--- config.mk ---
export PLATFORM = sky130hd
export DESIGN_NAME = ohc7_add_scheduler
export DESIGN_NICKNAME = d
export VERILOG_FILES = /design/src/rtl/ohc7_pkg.sv /design/src/rtl/ohc7_add_scheduler_rr_arbiter.sv /design/src/rtl/ohc_7_modulo_adder.sv /design/src/rtl/ohc7_add_scheduler.sv
export SDC_FILE = /design/constraint.sdc
export NUM_CORES = 1
export LEC_CHECK = 0
export ABC_AREA = 1
export CAP_MARGIN = 5
export CORE_MARGIN = 2
export CORE_UTILIZATION = 58
export CTS_BUF_LIST = sky130_fd_sc_hd__clkbuf_4 sky130_fd_sc_hd__clkbuf_8 sky130_fd_sc_hd__clkbuf_16
export DETAILED_ROUTE_END_ITERATION = 8
export DONT_BUFFER_PORTS = 1
export PLACE_DENSITY = 0.82
export SETUP_SLACK_MARGIN = 0.2
export SYNTH_ARGS = -nofsm -noshare
export SYNTH_HDL_FRONTEND = slang
export SYNTH_HIERARCHICAL = 1
export SYNTH_SLANG_ARGS = --single-unit
--- constraint.sdc ---
create_clock -name clk -period 2.8 [get_ports clk]
set_input_delay 0.28 -clock clk [delete_from_list [all_inputs] [get_ports clk]]
set_output_delay 0.28 -clock clk [all_outputs]
set_load 0.01 [all_outputs]
--- src/rtl/ohc7_pkg.sv ---
// Shared definitions for the one-hot mod-7 residue datapath: code width,
// residue constants and reference helpers for code checking and addition.
package ohc7_pkg;

    localparam int OHC_W = 7;

    localparam logic [6:0] R0 = 7'b0000001;
    localparam logic [6:0] R1 = 7'b0000010;
    localparam logic [6:0] R2 = 7'b0000100;
    localparam logic [6:0] R3 = 7'b0001000;
    localparam logic [6:0] R4 = 7'b0010000;
    localparam logic [6:0] R5 = 7'b0100000;
    localparam logic [6:0] R6 = 7'b1000000;

    function automatic logic onehot_ok(input logic [6:0] code);
        return (code != 7'b0000000) && ((code & (code - 7'b0000001)) == 7'b0000000);
    endfunction

    // Each set bit of a selects b rotated left by its index: the AND/OR pair terms.
    function automatic logic [6:0] ohc7_add(input logic [6:0] a, input logic [6:0] b);
        logic [6:0]  sum;
        logic [13:0] rot;
        sum = 7'b0000000;
        for (int i = 0; i < 7; i++) begin
            rot = {b, b} << i;
            sum = sum | (rot[13:7] & {7{a[i]}});
        end
        return sum;
    endfunction

endpackage

--- src/rtl/ohc7_add_scheduler_rr_arbiter.sv ---
// Round-robin arbiter: grant is a pure function of req and the pointer;
// the pointer moves past the granted requester only when advance is high.
module rr_arbiter #(
    parameter int N = 4
) (
    input  logic         clk,
    input  logic         rst_n,
    input  logic [N-1:0] req,
    input  logic         advance,
    output logic [N-1:0] grant
);

    localparam int PW = (N > 1) ? $clog2(N) : 1;
    localparam logic [PW:0] N_C = (PW+1)'(N);

    logic [PW-1:0]  r_ptr;
    logic [PW-1:0]  w_off;
    logic [PW-1:0]  w_gidx;
    logic [PW:0]    w_sum;
    logic [PW:0]    w_diff;
    logic [2*N-1:0] w_req2;
    logic [N-1:0]   w_rot;
    logic           w_any;

    // Rotate requests so the pointer sits at bit 0, pick the lowest set bit, rotate back.
    always_comb begin
        w_req2 = {req, req} >> r_ptr;
        w_rot  = w_req2[N-1:0];
        w_off  = '0;
        w_any  = 1'b0;
        for (int k = N - 1; k >= 0; k--) begin
            w_off = w_rot[k] ? PW'(k) : w_off;
            w_any = w_any | w_rot[k];
        end
        w_sum  = {1'b0, r_ptr} + {1'b0, w_off};
        w_diff = w_sum - N_C;
        w_gidx = (w_sum >= N_C) ? w_diff[PW-1:0] : w_sum[PW-1:0];
        grant  = w_any ? ({{(N-1){1'b0}}, 1'b1} << w_gidx) : '0;
    end

    // Pointer register: next search starts just after the accepted requester.
    always_ff @(posedge clk or negedge rst_n) begin
        if (!rst_n) begin
            r_ptr <= '0;
        end else if (advance) begin
            r_ptr <= (w_gidx == PW'(N - 1)) ? '0 : w_gidx + 1'b1;
        end else begin
            r_ptr <= r_ptr;
        end
    end

endmodule

--- src/rtl/ohc_7_modulo_adder.sv ---
// Combinational one-hot mod-7 adder: sum bit k is the OR of a[i]&b[(k-i) mod 7].
module ohc_7_modulo_adder (
    input  logic [6:0] i_a,
    input  logic [6:0] i_b,
    output logic [6:0] o_sum
);

    for (genvar k = 0; k < 7; k++) begin : g_res
        logic [6:0] w_terms;
        for (genvar i = 0; i < 7; i++) begin : g_pair
            assign w_terms[i] = i_a[i] & i_b[(k - i + 7) % 7];
        end
        assign o_sum[k] = |w_terms;
    end

endmodule

--- src/rtl/ohc7_add_scheduler.sv ---
// Shares one OHC mod-7 adder among N_REQ requesters: round-robin accept into S1,
// add between S1 and the S2 output register, with saturating op/error counters.
module ohc7_add_scheduler
    import ohc7_pkg::*;
#(
    parameter int N_REQ = 4,
    parameter int ID_W  = 2,
    parameter int CNT_W = 16
) (
    input  logic                 clk,
    input  logic                 rst_n,
    input  logic [N_REQ-1:0]     req_valid,
    input  logic [7*N_REQ-1:0]   req_a,
    input  logic [7*N_REQ-1:0]   req_b,
    output logic [N_REQ-1:0]     req_ready,
    output logic                 res_valid,
    input  logic                 res_ready,
    output logic [6:0]           res_sum,
    output logic [ID_W-1:0]      res_id,
    output logic                 res_err,
    output logic [CNT_W-1:0]     cnt_ops,
    output logic [CNT_W-1:0]     cnt_err
);

    logic             r_s1_valid;
    logic [6:0]       r_s1_a;
    logic [6:0]       r_s1_b;
    logic [ID_W-1:0]  r_s1_id;

    logic             w_s2_en;
    logic             w_s1_en;
    logic             w_hs;
    logic             w_s1_err;
    logic [N_REQ-1:0] w_grant;
    logic [6:0]       w_sel_a;
    logic [6:0]       w_sel_b;
    logic [ID_W-1:0]  w_sel_id;
    logic [6:0]       w_add_sum;

    assign w_s2_en = !res_valid || res_ready;
    assign w_s1_en = !r_s1_valid || w_s2_en;
    // res_ready reaches req_ready combinationally through s2_en/s1_en.
    assign req_ready = w_grant & {N_REQ{w_s1_en & rst_n}};
    assign w_hs      = |(req_valid & req_ready);
    assign w_s1_err  = !(onehot_ok(r_s1_a) && onehot_ok(r_s1_b));

    rr_arbiter #(
        .N (N_REQ)
    ) u_arb (
        .clk     (clk),
        .rst_n   (rst_n),
        .req     (req_valid),
        .advance (w_hs),
        .grant   (w_grant)
    );

    // Operand and ID mux driven by the one-hot grant.
    always_comb begin
        w_sel_a  = 7'b0000000;
        w_sel_b  = 7'b0000000;
        w_sel_id = '0;
        for (int i = 0; i < N_REQ; i++) begin
            w_sel_a  = w_sel_a  | (req_a[7*i +: 7] & {7{w_grant[i]}});
            w_sel_b  = w_sel_b  | (req_b[7*i +: 7] & {7{w_grant[i]}});
            w_sel_id = w_sel_id | (ID_W'(i) & {ID_W{w_grant[i]}});
        end
    end

    ohc_7_modulo_adder u_add (
        .i_a   (r_s1_a),
        .i_b   (r_s1_b),
        .o_sum (w_add_sum)
    );

    // Stage 1: captures the accepted operand pair.
    always_ff @(posedge clk or negedge rst_n) begin
        if (!rst_n) begin
            r_s1_valid <= 1'b0;
            r_s1_a     <= 7'b0000000;
            r_s1_b     <= 7'b0000000;
            r_s1_id    <= '0;
        end else if (w_s1_en) begin
            r_s1_valid <= w_hs;
            if (w_hs) begin
                r_s1_a  <= w_sel_a;
                r_s1_b  <= w_sel_b;
                r_s1_id <= w_sel_id;
            end else begin
                r_s1_a  <= r_s1_a;
                r_s1_b  <= r_s1_b;
                r_s1_id <= r_s1_id;
            end
        end else begin
            r_s1_valid <= r_s1_valid;
        end
    end

    // Stage 2: output register; data held when an empty slot moves through.
    always_ff @(posedge clk or negedge rst_n) begin
        if (!rst_n) begin
            res_valid <= 1'b0;
            res_sum   <= 7'b0000000;
            res_id    <= '0;
            res_err   <= 1'b0;
        end else if (w_s2_en) begin
            res_valid <= r_s1_valid;
            if (r_s1_valid) begin
                res_sum <= w_s1_err ? 7'b0000000 : w_add_sum;
                res_id  <= r_s1_id;
                res_err <= w_s1_err;
            end else begin
                res_sum <= res_sum;
                res_id  <= res_id;
                res_err <= res_err;
            end
        end else begin
            res_valid <= res_valid;
        end
    end

    // Saturating statistics on each output handshake.
    always_ff @(posedge clk or negedge rst_n) begin
        if (!rst_n) begin
            cnt_ops <= '0;
            cnt_err <= '0;
        end else if (res_valid && res_ready) begin
            cnt_ops <= (cnt_ops != {CNT_W{1'b1}}) ? cnt_ops + 1'b1 : cnt_ops;
            cnt_err <= (res_err && (cnt_err != {CNT_W{1'b1}})) ? cnt_err + 1'b1 : cnt_err;
        end else begin
            cnt_ops <= cnt_ops;
            cnt_err <= cnt_err;
        end
    end

endmodule

# After elaboration in Yosys (flattened, before gate mapping)
# Cells that the tools add are included.
# word_totals
mem_bits_ro	0
output_inout_bits	47
latch_bits	0
elab_cells	131
regBits	62
inputBits	63
ram_bits	0
n_memories	0
# op_classes
eq_ne	3
addsub	7
n_reduce_logical	26
shift	2
n_mux	8
order_cmp	1
bitwise_logic	73
mul	0
div_mod_pow	0
# op_table
op	count
$and 7x7->7	10
$and 1x1->1	50
$reduce_or 7->1	7
$or 7x7->7	6
$add 16x1->16 const B	2
$ne 16x16->1 const B	2
$logic_not 7->1	2
$reduce_bool 7->1	2
$sub 7x1->7 const B	2
$mux 2	6
$and 4x4->4	2
$reduce_and 2->1	4
$shr 8x2->4	1
$mux 7	1
$logic_and 1x1->1	5
$mux 4	1
$reduce_or 4->1	1
$shl 1x2->4 const A	1
$add 2x2->3	1
$ge 3x3->1 const B	1
$logic_not 1->1	3
$or 1x1->1	3
$add 2x1->2 const B	1
$eq 2x2->1 const B	1
other kinds (4)	5

# Logic depth before layout (Yosys ltp)
# depth
ltp_word	14
mapped_depth	22
ltp_nobuf	21

# By module
# The synthesis kept the hierarchy.
# by_module_without_submodules
module	area_each_um2	seq_area_each_um2	cells_per_inst	n_inst
ohc7_add_scheduler	3524.6	1501.4	504	1
ohc_7_modulo_adder	367.9	0.0	98	1
rr_arbiter	316.6	50.0	52	1

# Worst setup path after synthesis
# Ideal clock, no wire load.
# synth_timing
kind	register to register
from	register u_arb.r_ptr[0]
to	register u_arb.r_ptr[1]
required_time_ps	2671
t_arrival_ps	2934
period_less_slack_ps	3064
path_buffers	1
setup_ps	129
stages_incl_launch_ff	20
slack_ps	-264
cell_sequence	dfrtp_1 > inv_2 > nand2_1 > nand3_1 > nand2_1 > nand3_1 > a21boi_0 > ha_1 > xnor2_1 > nand3_2 > nand2_1 > ha_1 > inv_1 > a31oi_1 > inv_1 > nor2_1 > nand2_1 > nand4_2 > buf_2 > o21ai_0
# synth_via
elab_chain_cells	13
word_cells_on_any_way	20
cone_classes	3 x add/sub; 1 x order compare; 1 x eq/ne; 2 x shift; 7 x mux; 5 x bitwise; 1 x reduce/logical
# synth_rtl
element	line_no	rtl
start: declaration	ohc7_add_scheduler_rr_arbiter.sv:16	logic [PW-1:0] r_ptr;
start signal: assignment	ohc7_add_scheduler_rr_arbiter.sv:46	r_ptr <= (w_gidx == PW'(N - 1)) ? '0 : w_gidx + 1'b1;
start signal: assignment	ohc7_add_scheduler_rr_arbiter.sv:48	r_ptr <= r_ptr;
$shr 8x2->4	ohc7_add_scheduler_rr_arbiter.sv:27	w_req2 = {req, req} >> r_ptr;
$mux 2 (4 in series)	ohc7_add_scheduler_rr_arbiter.sv:32	w_off = w_rot[k] ? PW'(k) : w_off;
$add 2x2->3	ohc7_add_scheduler_rr_arbiter.sv:35	w_sum = {1'b0, r_ptr} + {1'b0, w_off};
$ge 3x3->1 or $sub 2x1->2 (tied branches)	ohc7_add_scheduler_rr_arbiter.sv:37, ohc7_add_scheduler_rr_arbiter.sv:36	
$mux 2	ohc7_add_scheduler_rr_arbiter.sv:37	w_gidx = (w_sum >= N_C) ? w_diff[PW-1:0] : w_sum[PW-1:0];
$shl 1x2->4	ohc7_add_scheduler_rr_arbiter.sv:38	grant = w_any ? ({{(N-1){1'b0}}, 1'b1} << w_gidx) : '0;
$mux 4 *	ohc7_add_scheduler_rr_arbiter.sv:38	
via w_grant[3]	ohc7_add_scheduler.sv:34	logic [N_REQ-1:0] w_grant;
$and 4x4->4 *	ohc7_add_scheduler.sv:43	assign req_ready = w_grant & {N_REQ{w_s1_en & rst_n}};
via req_ready[3]	ohc7_add_scheduler.sv:15	output logic [N_REQ-1:0] req_ready,
$and 4x4->4 *	ohc7_add_scheduler.sv:44	assign w_hs = |(req_valid & req_ready);
$reduce_or 4->1 *	ohc7_add_scheduler.sv:44	
via w_hs	ohc7_add_scheduler.sv:32	logic w_hs;
# The timed path passes the listed nets; every way through them passes the cells marked *.
# A chain may end at the register's enable or synchronous reset.

# Worst setup path after layout
# layout_timing
from	register u_arb.r_ptr[0]
to	output req_ready[0]
# layout_via
elab_chain_cells	11
word_cells_on_any_way	15
cone_classes	2 x add/sub; 1 x order compare; 2 x shift; 6 x mux; 4 x bitwise
# layout_rtl
element	line_no
$shr 8x2->4	ohc7_add_scheduler_rr_arbiter.sv:27
$mux 2 (4 in series)	ohc7_add_scheduler_rr_arbiter.sv:32
$add 2x2->3	ohc7_add_scheduler_rr_arbiter.sv:35
$ge 3x3->1 or $sub 2x1->2 (tied branches)	ohc7_add_scheduler_rr_arbiter.sv:37, ohc7_add_scheduler_rr_arbiter.sv:36
$mux 2	ohc7_add_scheduler_rr_arbiter.sv:37
$shl 1x2->4	ohc7_add_scheduler_rr_arbiter.sv:38
$mux 4 *	ohc7_add_scheduler_rr_arbiter.sv:38
via w_grant[0]	ohc7_add_scheduler.sv:34
$and 4x4->4 *	ohc7_add_scheduler.sv:43
end: declaration	ohc7_add_scheduler.sv:15
# Marked as above.

==> run summary <==
The run finished, with violations left. The final reports fail on negative setup slack. CTS built an H-tree with a depth of 3.

For this run, the slowest stage of the critical path takes 470 ps. Detailed placement ended at an HPWL of 7650 µm. Setup repair after global routing could not meet its margin everywhere. The maximum number of pins on one net before global-route repair is 63. The arithmetic-cell share of the synthesized area counting full adders, half adders and majority gates came out at 0.0149.

The area added between synthesis and finish came out at 19.3%. The die outline width is 89.2 µm. The number of antenna violations at the first check in global routing is 0. Using the TritonRoute via totals, the vias-per-cell ratio works out to 5.62. The first-pass GRT wire length is 18000 µm. The master of the slowest instance on the critical path is sky130_fd_sc_hd__dfrtp_2.

In the layout the commonest cells are sky130_fd_sc_hd__nand2_1 (332), sky130_fd_sc_hd__dfrtp_1 (60), sky130_fd_sc_hd__nor2_1 (43). TritonCTS created 9 clock buffers. The worst setup path is captured at a primary output. The post-route DRC violation count came out at 0. The placement row count is 31. At the worst endpoint, the required time is 2520 ps. The count of antenna-violating nets left after detailed routing came out at 0. The share of the synthesized area in compound gates (AO/OA/AOI/OAI) was 0.0235.

TritonCTS built the clock tree. The worst register-to-register path has a setup slack of -70 ps. The buffer levels on the longest clock path came out at 2. The share of synthesized area in the top cell type comes to 0.369. The post-synthesis net count came out at 722. The path type of the worst setup path is reg2out. The final routed wirelength across all metal layers is 11700 µm. Synthesis instantiated 30 different standard cells from the library.

The initial cell density of the core is 0.590. The analysis attributes to cell leakage a power of 0.00266 µW. The largest driver fanout on the critical path came out at 6.

The number of design-rule violations left by the first detailed-router iteration came out at 214. The peak supply drop is 1250 µV. The area of the placeable core came out at 7140 µm². Measured along the y axis, the die boundary spans 89.2 µm.

In this run, synthesis produced a sequential element count of 62. The power per cell area is 1300 nW/µm². The xor/xnor share of the synthesized area came out at 0.0416.

The total number of nets in the final design is 757. The count of input and output buffers came out at 0. The slew of the pin with the lowest slew margin is 503 ps. The total count of max-transition violations in the final report came out at 0. The most frequent standard cell in the layout excluding fill and tap cells is sky130_fd_sc_hd__nand2_1. The count of boundary I/O pins came out at 110.

Clock-pin slew was measured on the worst setup and hold paths at 70 ps. The cell count after synthesis is 654. The mux cell area share after synthesis is 0. The sum of buffers and inverters on the critical path came out at 4.

In the global route stage, overall resource usage came out at 0.291. The total setup violations reported at the end of the flow came out at 22. Dividing the final minimum period by the clock period gives 1.03. The number of maximum-capacitance violations is 0. The number of detailed-route iterations in the first pass is 5. The weighted congestion at the end of routability-driven global placement is 0.898. Counting stages on the worst path, the most repeated cell is sky130_fd_sc_hd__nand3_2. The number of placed instances, taps included came out at 753. The area of the mapped netlist is 4210 µm². The post-synthesis average cell area is 6.44 µm². Yosys attributes the largest share of cell area to sky130_fd_sc_hd__dfrtp_1 (37%), sky130_fd_sc_hd__nand2_1 (31%), sky130_fd_sc_hd__nand3_1 (4.8%). Of the cells placed in the final design, the portion with a size suffix greater than 1 is 0.166.

The clock arrives with 9.41 ps of skew. The count of non-filler cells in the finished layout came out at 793. The sum of overflow across all layers after global routing came out at 0. The worst setup path is launched from a flop. After synthesis, the largest family of logic cells by area is simple AND/OR/NAND/NOR gates.

The final critical-path setup slack came out at -71.6 ps. The min-delay analysis places its worst path in the category in2reg. Of all cell types, the one taking the most synthesized area is sky130_fd_sc_hd__dfrtp_1. The relative slew slack came out at 0.664. The fill cell total of the finished layout is 585. The per-cell routed wire length is 14.8 µm. The die footprint came out at 7950 µm². Subtracting the final worst setup slack from the clock period gives 2870 ps. The post-synthesis sequential area ratio came out at 0.369. Static timing analysis puts the maximum clock frequency at 0.348 GHz.

The final number of hold-violating endpoints is 0. The arrival time reported for the critical path endpoint came out at 2590 ps. Clock tree synthesis found a total of 62 sinks.

The number of global-route vias before repair is 4079. Broken down by cell family, the worst path's largest delay share belongs to simple AND/OR/NAND/NOR gates. The root buffer cell is sky130_fd_sc_hd__clkbuf_8.

During synthesis, Yosys emitted a total of 6 warnings. For this block, the via count after detailed routing is 4454. The diode insertion count for antenna repair is 0. The simple-gate share of the synthesized area came out at 0.494. Walking the worst path, the cells encountered are inv_4, nand2_4, nand3_2, nand2_2, nand3_2, a21boi_2, ha_2, xnor2_2, nand3_2, buf_4, nand3_2, nor2_2, inv_1, nor2_1, buf_4. The clock latency on the worst-skew pair is 340 ps. The worst setup slack before clock tree synthesis is 20.0 ps.
-- routing by layer --
layer / routed length (µm) / global-route usage
met1: 4480 / 0.324
met2: 5880 / 0.532
met3: 1040 / 0.0619
met4: 308 / 0.128
met5: 0 / 0
-- cell type report --
class / count / area (µm²) / area share
repair buffers: 31 / 289 / 0.0576
multi-input cells: 534 / 2650 / 0.527
flip-flops and latches: 62 / 1550 / 0.309
clock inverters: 3 / 42.5 / 0.00847
inverters: 51 / 198 / 0.0394
clock buffers: 13 / 166 / 0.0331
well taps: 99 / 124 / 0.0247
-- power breakdown --
group	switching, µW	internal, µW	total [µW]
Combinational	2400	1600	4000
Sequential	545	1180	1720
Clock	340	478	818
Total	3290	3250	6540
-- worst reg2reg max path: stages, from the launching register on --
cell and delay [ps]:
sky130_fd_sc_hd__dfrtp_2 470, sky130_fd_sc_hd__inv_4 90, sky130_fd_sc_hd__nand2_4 90, sky130_fd_sc_hd__nand3_2 70
sky130_fd_sc_hd__nand2_2 80, sky130_fd_sc_hd__nand3_2 70, sky130_fd_sc_hd__a21boi_2 160, sky130_fd_sc_hd__ha_2 220
sky130_fd_sc_hd__xnor2_2 80, sky130_fd_sc_hd__nand3_2 90, sky130_fd_sc_hd__buf_4 130, sky130_fd_sc_hd__nand3_2 110
sky130_fd_sc_hd__nor2_2 130, sky130_fd_sc_hd__inv_1 90, sky130_fd_sc_hd__nor2_2 200, sky130_fd_sc_hd__nand2_4 150
sky130_fd_sc_hd__nand2_1 170, sky130_fd_sc_hd__nor2_4 80, sky130_fd_sc_hd__buf_12 140, sky130_fd_sc_hd__nand2_1 80
sky130_fd_sc_hd__nand2_1 70
-- sequential cells by signal (all words and copies together) (netlist names) --
register and cells:
cnt_err 16, res_id 2, r_s1_id 2, res_valid 1, r_s1_a 7, res_sum 7
cnt_ops 16, r_s1_b 7, r_s1_valid 1, res_err 1, u_arb/r_ptr 2
-- through the flow --
stage | setup TNS, ps | utilization | instance area (µm²) | hold WS [ps] | power [µW]
2_1_floorplan | 0 | - | 4290 | -15.6 | 4020
3_3_place_gp | 0 | 0.621 | 4430 | -14.4 | 4690
3_5_place_dp | 0 | 0.621 | 4430 | -14.2 | 4840
4_1_cts | 0 | 0.687 | 4910 | 118 | 6170
5_1_grt | -3900 | 0.704 | 5020 | 167 | 7030
6_report | -697 | 0.704 | 5020 | 120 | 6540
-- kinds of logic (layout without fill, tap and decap cells) --
logic type / count (synthesis) / count (layout)
adder cells (fa/ha/maj): 5 / 5
AO/OA/AOI/OAI: 19 / 19
AND/OR/NAND/NOR: 487 / 490
buffers and inverters: 61 / 98
XOR/XNOR: 20 / 20
flip-flops: 62 / 62
-- cell usage after synthesis --
cell type / number
sky130_fd_sc_hd__clkinv_2: 1
sky130_fd_sc_hd__nand3_1: 40
sky130_fd_sc_hd__a21oi_1: 2
sky130_fd_sc_hd__nand4_1: 22
sky130_fd_sc_hd__xor2_1: 12
sky130_fd_sc_hd__nand2_2: 4
sky130_fd_sc_hd__buf_2: 4
sky130_fd_sc_hd__nor2_8: 1
sky130_fd_sc_hd__clkbuf_1: 5
sky130_fd_sc_hd__nor3_4: 1
sky130_fd_sc_hd__ha_1: 5
sky130_fd_sc_hd__nand2_1: 345
sky130_fd_sc_hd__o21ai_1: 2
sky130_fd_sc_hd__nor3_1: 10
sky130_fd_sc_hd__o21ai_0: 13
sky130_fd_sc_hd__xnor2_1: 8
sky130_fd_sc_hd__a21boi_0: 1
sky130_fd_sc_hd__nand4_2: 1
sky130_fd_sc_hd__dfrtp_1: 62
sky130_fd_sc_hd__buf_6: 1
sky130_fd_sc_hd__inv_2: 11
sky130_fd_sc_hd__nor2_1: 48
sky130_fd_sc_hd__inv_1: 39
sky130_fd_sc_hd__or2_2: 2
sky130_fd_sc_hd__nand3b_1: 3
sky130_fd_sc_hd__a31oi_1: 1
sky130_fd_sc_hd__nor2_4: 2
sky130_fd_sc_hd__nand2_4: 3
sky130_fd_sc_hd__nor3_2: 2
sky130_fd_sc_hd__nand3_2: 3
-- timing repair --
action / 4_1_cts / 5_1_grt
setup endpoints to repair: 23 / 23
endpoints found under the hold margin: 62 / 0
setup buffers: 14 / 4
resized for setup: 21 / 15
pin swaps: 9 / 7
gates cloned: 2 / 2
hold buffers: 2 / 0
-- path summary, 6_finish.rpt --
kind                                     start             end  cells past startpoint
worst min-delay path                 res_ready       res_valid                      3
min in group asynchronous                rst_n      cnt_ops[4]                      2
worst min register to register      r_s1_id[0]      r_s1_id[0]                      2
worst max-delay path            u_arb/r_ptr[0]    req_ready[0]                     15
max in group asynchronous                rst_n  u_arb/r_ptr[1]                      2
worst max register to register  u_arb/r_ptr[0]       r_s1_a[6]                     20
No activity file was read; power rests on OpenSTA's default activity.
==> RTL change: new RTL, config.mk and constraints unchanged <==
Make the reset (`rst_n`) synchronous in 4 clocked blocks.
--- a/src/rtl/ohc7_add_scheduler_rr_arbiter.sv
+++ b/src/rtl/ohc7_add_scheduler_rr_arbiter.sv
@@ -39,7 +39,7 @@
     end
 
     // Pointer register: next search starts just after the accepted requester.
-    always_ff @(posedge clk or negedge rst_n) begin
+    always_ff @(posedge clk) begin
         if (!rst_n) begin
             r_ptr <= '0;
         end else if (advance) begin
--- a/src/rtl/ohc7_add_scheduler.sv
+++ b/src/rtl/ohc7_add_scheduler.sv
@@ -73,7 +73,7 @@
     );
 
     // Stage 1: captures the accepted operand pair.
-    always_ff @(posedge clk or negedge rst_n) begin
+    always_ff @(posedge clk) begin
         if (!rst_n) begin
             r_s1_valid <= 1'b0;
             r_s1_a     <= 7'b0000000;
@@ -96,7 +96,7 @@
     end
 
     // Stage 2: output register; data held when an empty slot moves through.
-    always_ff @(posedge clk or negedge rst_n) begin
+    always_ff @(posedge clk) begin
         if (!rst_n) begin
             res_valid <= 1'b0;
             res_sum   <= 7'b0000000;
@@ -119,7 +119,7 @@
     end
 
     // Saturating statistics on each output handshake.
-    always_ff @(posedge clk or negedge rst_n) begin
+    always_ff @(posedge clk) begin
         if (!rst_n) begin
             cnt_ops <= '0;
             cnt_err <= '0;
Behaviour: differs if rst_n is asserted again (counterexample within 4 cycles, from zero or initial values and one cycle with rst_n low); with rst_n held inactive, the same outputs for 10 cycles.
==> RTL change against the original RTL <==
Area after synthesis fell by 2.1%. Wire length fell by 6.0%. Count of clock-buffer cells in the layout fell by 4. Sequential cell count did not move. Critical path depth rose by 8. Critical path type is now register to register. Die area fell by 2.0%. Cell area fell by 5.9%. Utilization fell by 1.2 points. Sequential power fell by 16%. Power fell by 13%. Worst setup slack improved by 0.18 ns.
==> RTL change: results (changes against the original RTL) <==
* First-pass GRT wire length at 17.9 mm (-0.42%)
* CP max stage cell: dfxtp_4
* Status: finished clean
* Async set-reset flop share out of synthesis at 0% (-100 points)
* M2 GR Usage at 47.8% (-5.4 points)
* Placed cell count at 770 (+2.3%)
* Synth top cells by count: nand2_1, nor2_1, dfxtp_1
* Final WL at 11.0 mm (-6.0%)
* Layout cells sized above 1 at 18.4% (+1.8 points)
* Iteration-0 DRC count of the detailed router at 267 (+25%)
* Num sequential at 62 (unchanged)
* CP peak stage delay at 0.40 ns (-0.07 ns)
* Yosys cell types at 31 (+3.3%)
* Crit path DAT at 2.92 ns (+0.33 ns)
* Register share of the cell area at 26.4% (-4.5 points)
* Met1 wire length at 4.48 mm (about the same)
* Non-clock buffer count at 22 (-29%)
* Synthesized Nets at 751 (+4.0%)
* Final-layout clock-cell area share at 3.65% (-0.51 points)
* Buffer share of cell area at 4.48% (-1.3 points)
* Max FO, Critical Path at 7 (+1)
* Fillers at 623 (+6.5%)
* Multi-Input Combinational at 540 (+1.1%)
* Area after DPL at 0.00425 mm^2 (-4.1%)
* Finished Layout Cells at 797 (+0.50%)
* Area delta synth->final at 14.7%
* Post-CTS setup buffers at 6 (-8)
* Total GRT Usage at 28.3% (-0.87 points)
* Hpwl dp at 7.54 mm (-1.4%)
* Final #Nets at 764 (+0.92%)
* Xor/xnor share of the synthesized area at 3.40% (-0.76 points)
* Adder-Cell Fraction of Synth Area at 1.52% (+0.033 points)
* Cells after synthesis at 683 (+4.4%)
* Largest cells by area after synthesis: dfxtp_1, nand2_1, nor2_1, nand3_1, inv_1
* Worst Tran Pin Value at 0.488 ns (-0.0142 ns)
* Post-cts resize count at 19 (-9.5%)
* Largest net degree at the start of global routing at 34 (-46%)
[RTL change: final timing paths]
path | endpoint | slack (ns) | from | cells past startpoint
worst max-delay path | r_s1_b[4]$_SDFFE_PN0P_ | 0.11 | u_arb/r_ptr[0]$_SDFFE_PN0P_ | 23
worst min-delay path | cnt_err[11]$_SDFFE_PN0P_ | 0.06 | rst_n | 2
worst max register to register | r_s1_b[4]$_SDFFE_PN0P_ | 0.11 | u_arb/r_ptr[0]$_SDFFE_PN0P_ | 23
worst min register to register | res_id[1]$_SDFFE_PN0P_ | 0.47 | r_s1_id[1]$_SDFFE_PN0P_ | 2
[RTL change: power breakdown]
group          total (W)  leakage, nW  switching, W  internal [W]
Sequential       0.00145        0.504      0.000402       0.00105
Combinational    0.00352         1.41       0.00206       0.00146
Clock           0.000702       0.0859      0.000380      0.000322
Total            0.00567         2.00       0.00285       0.00283
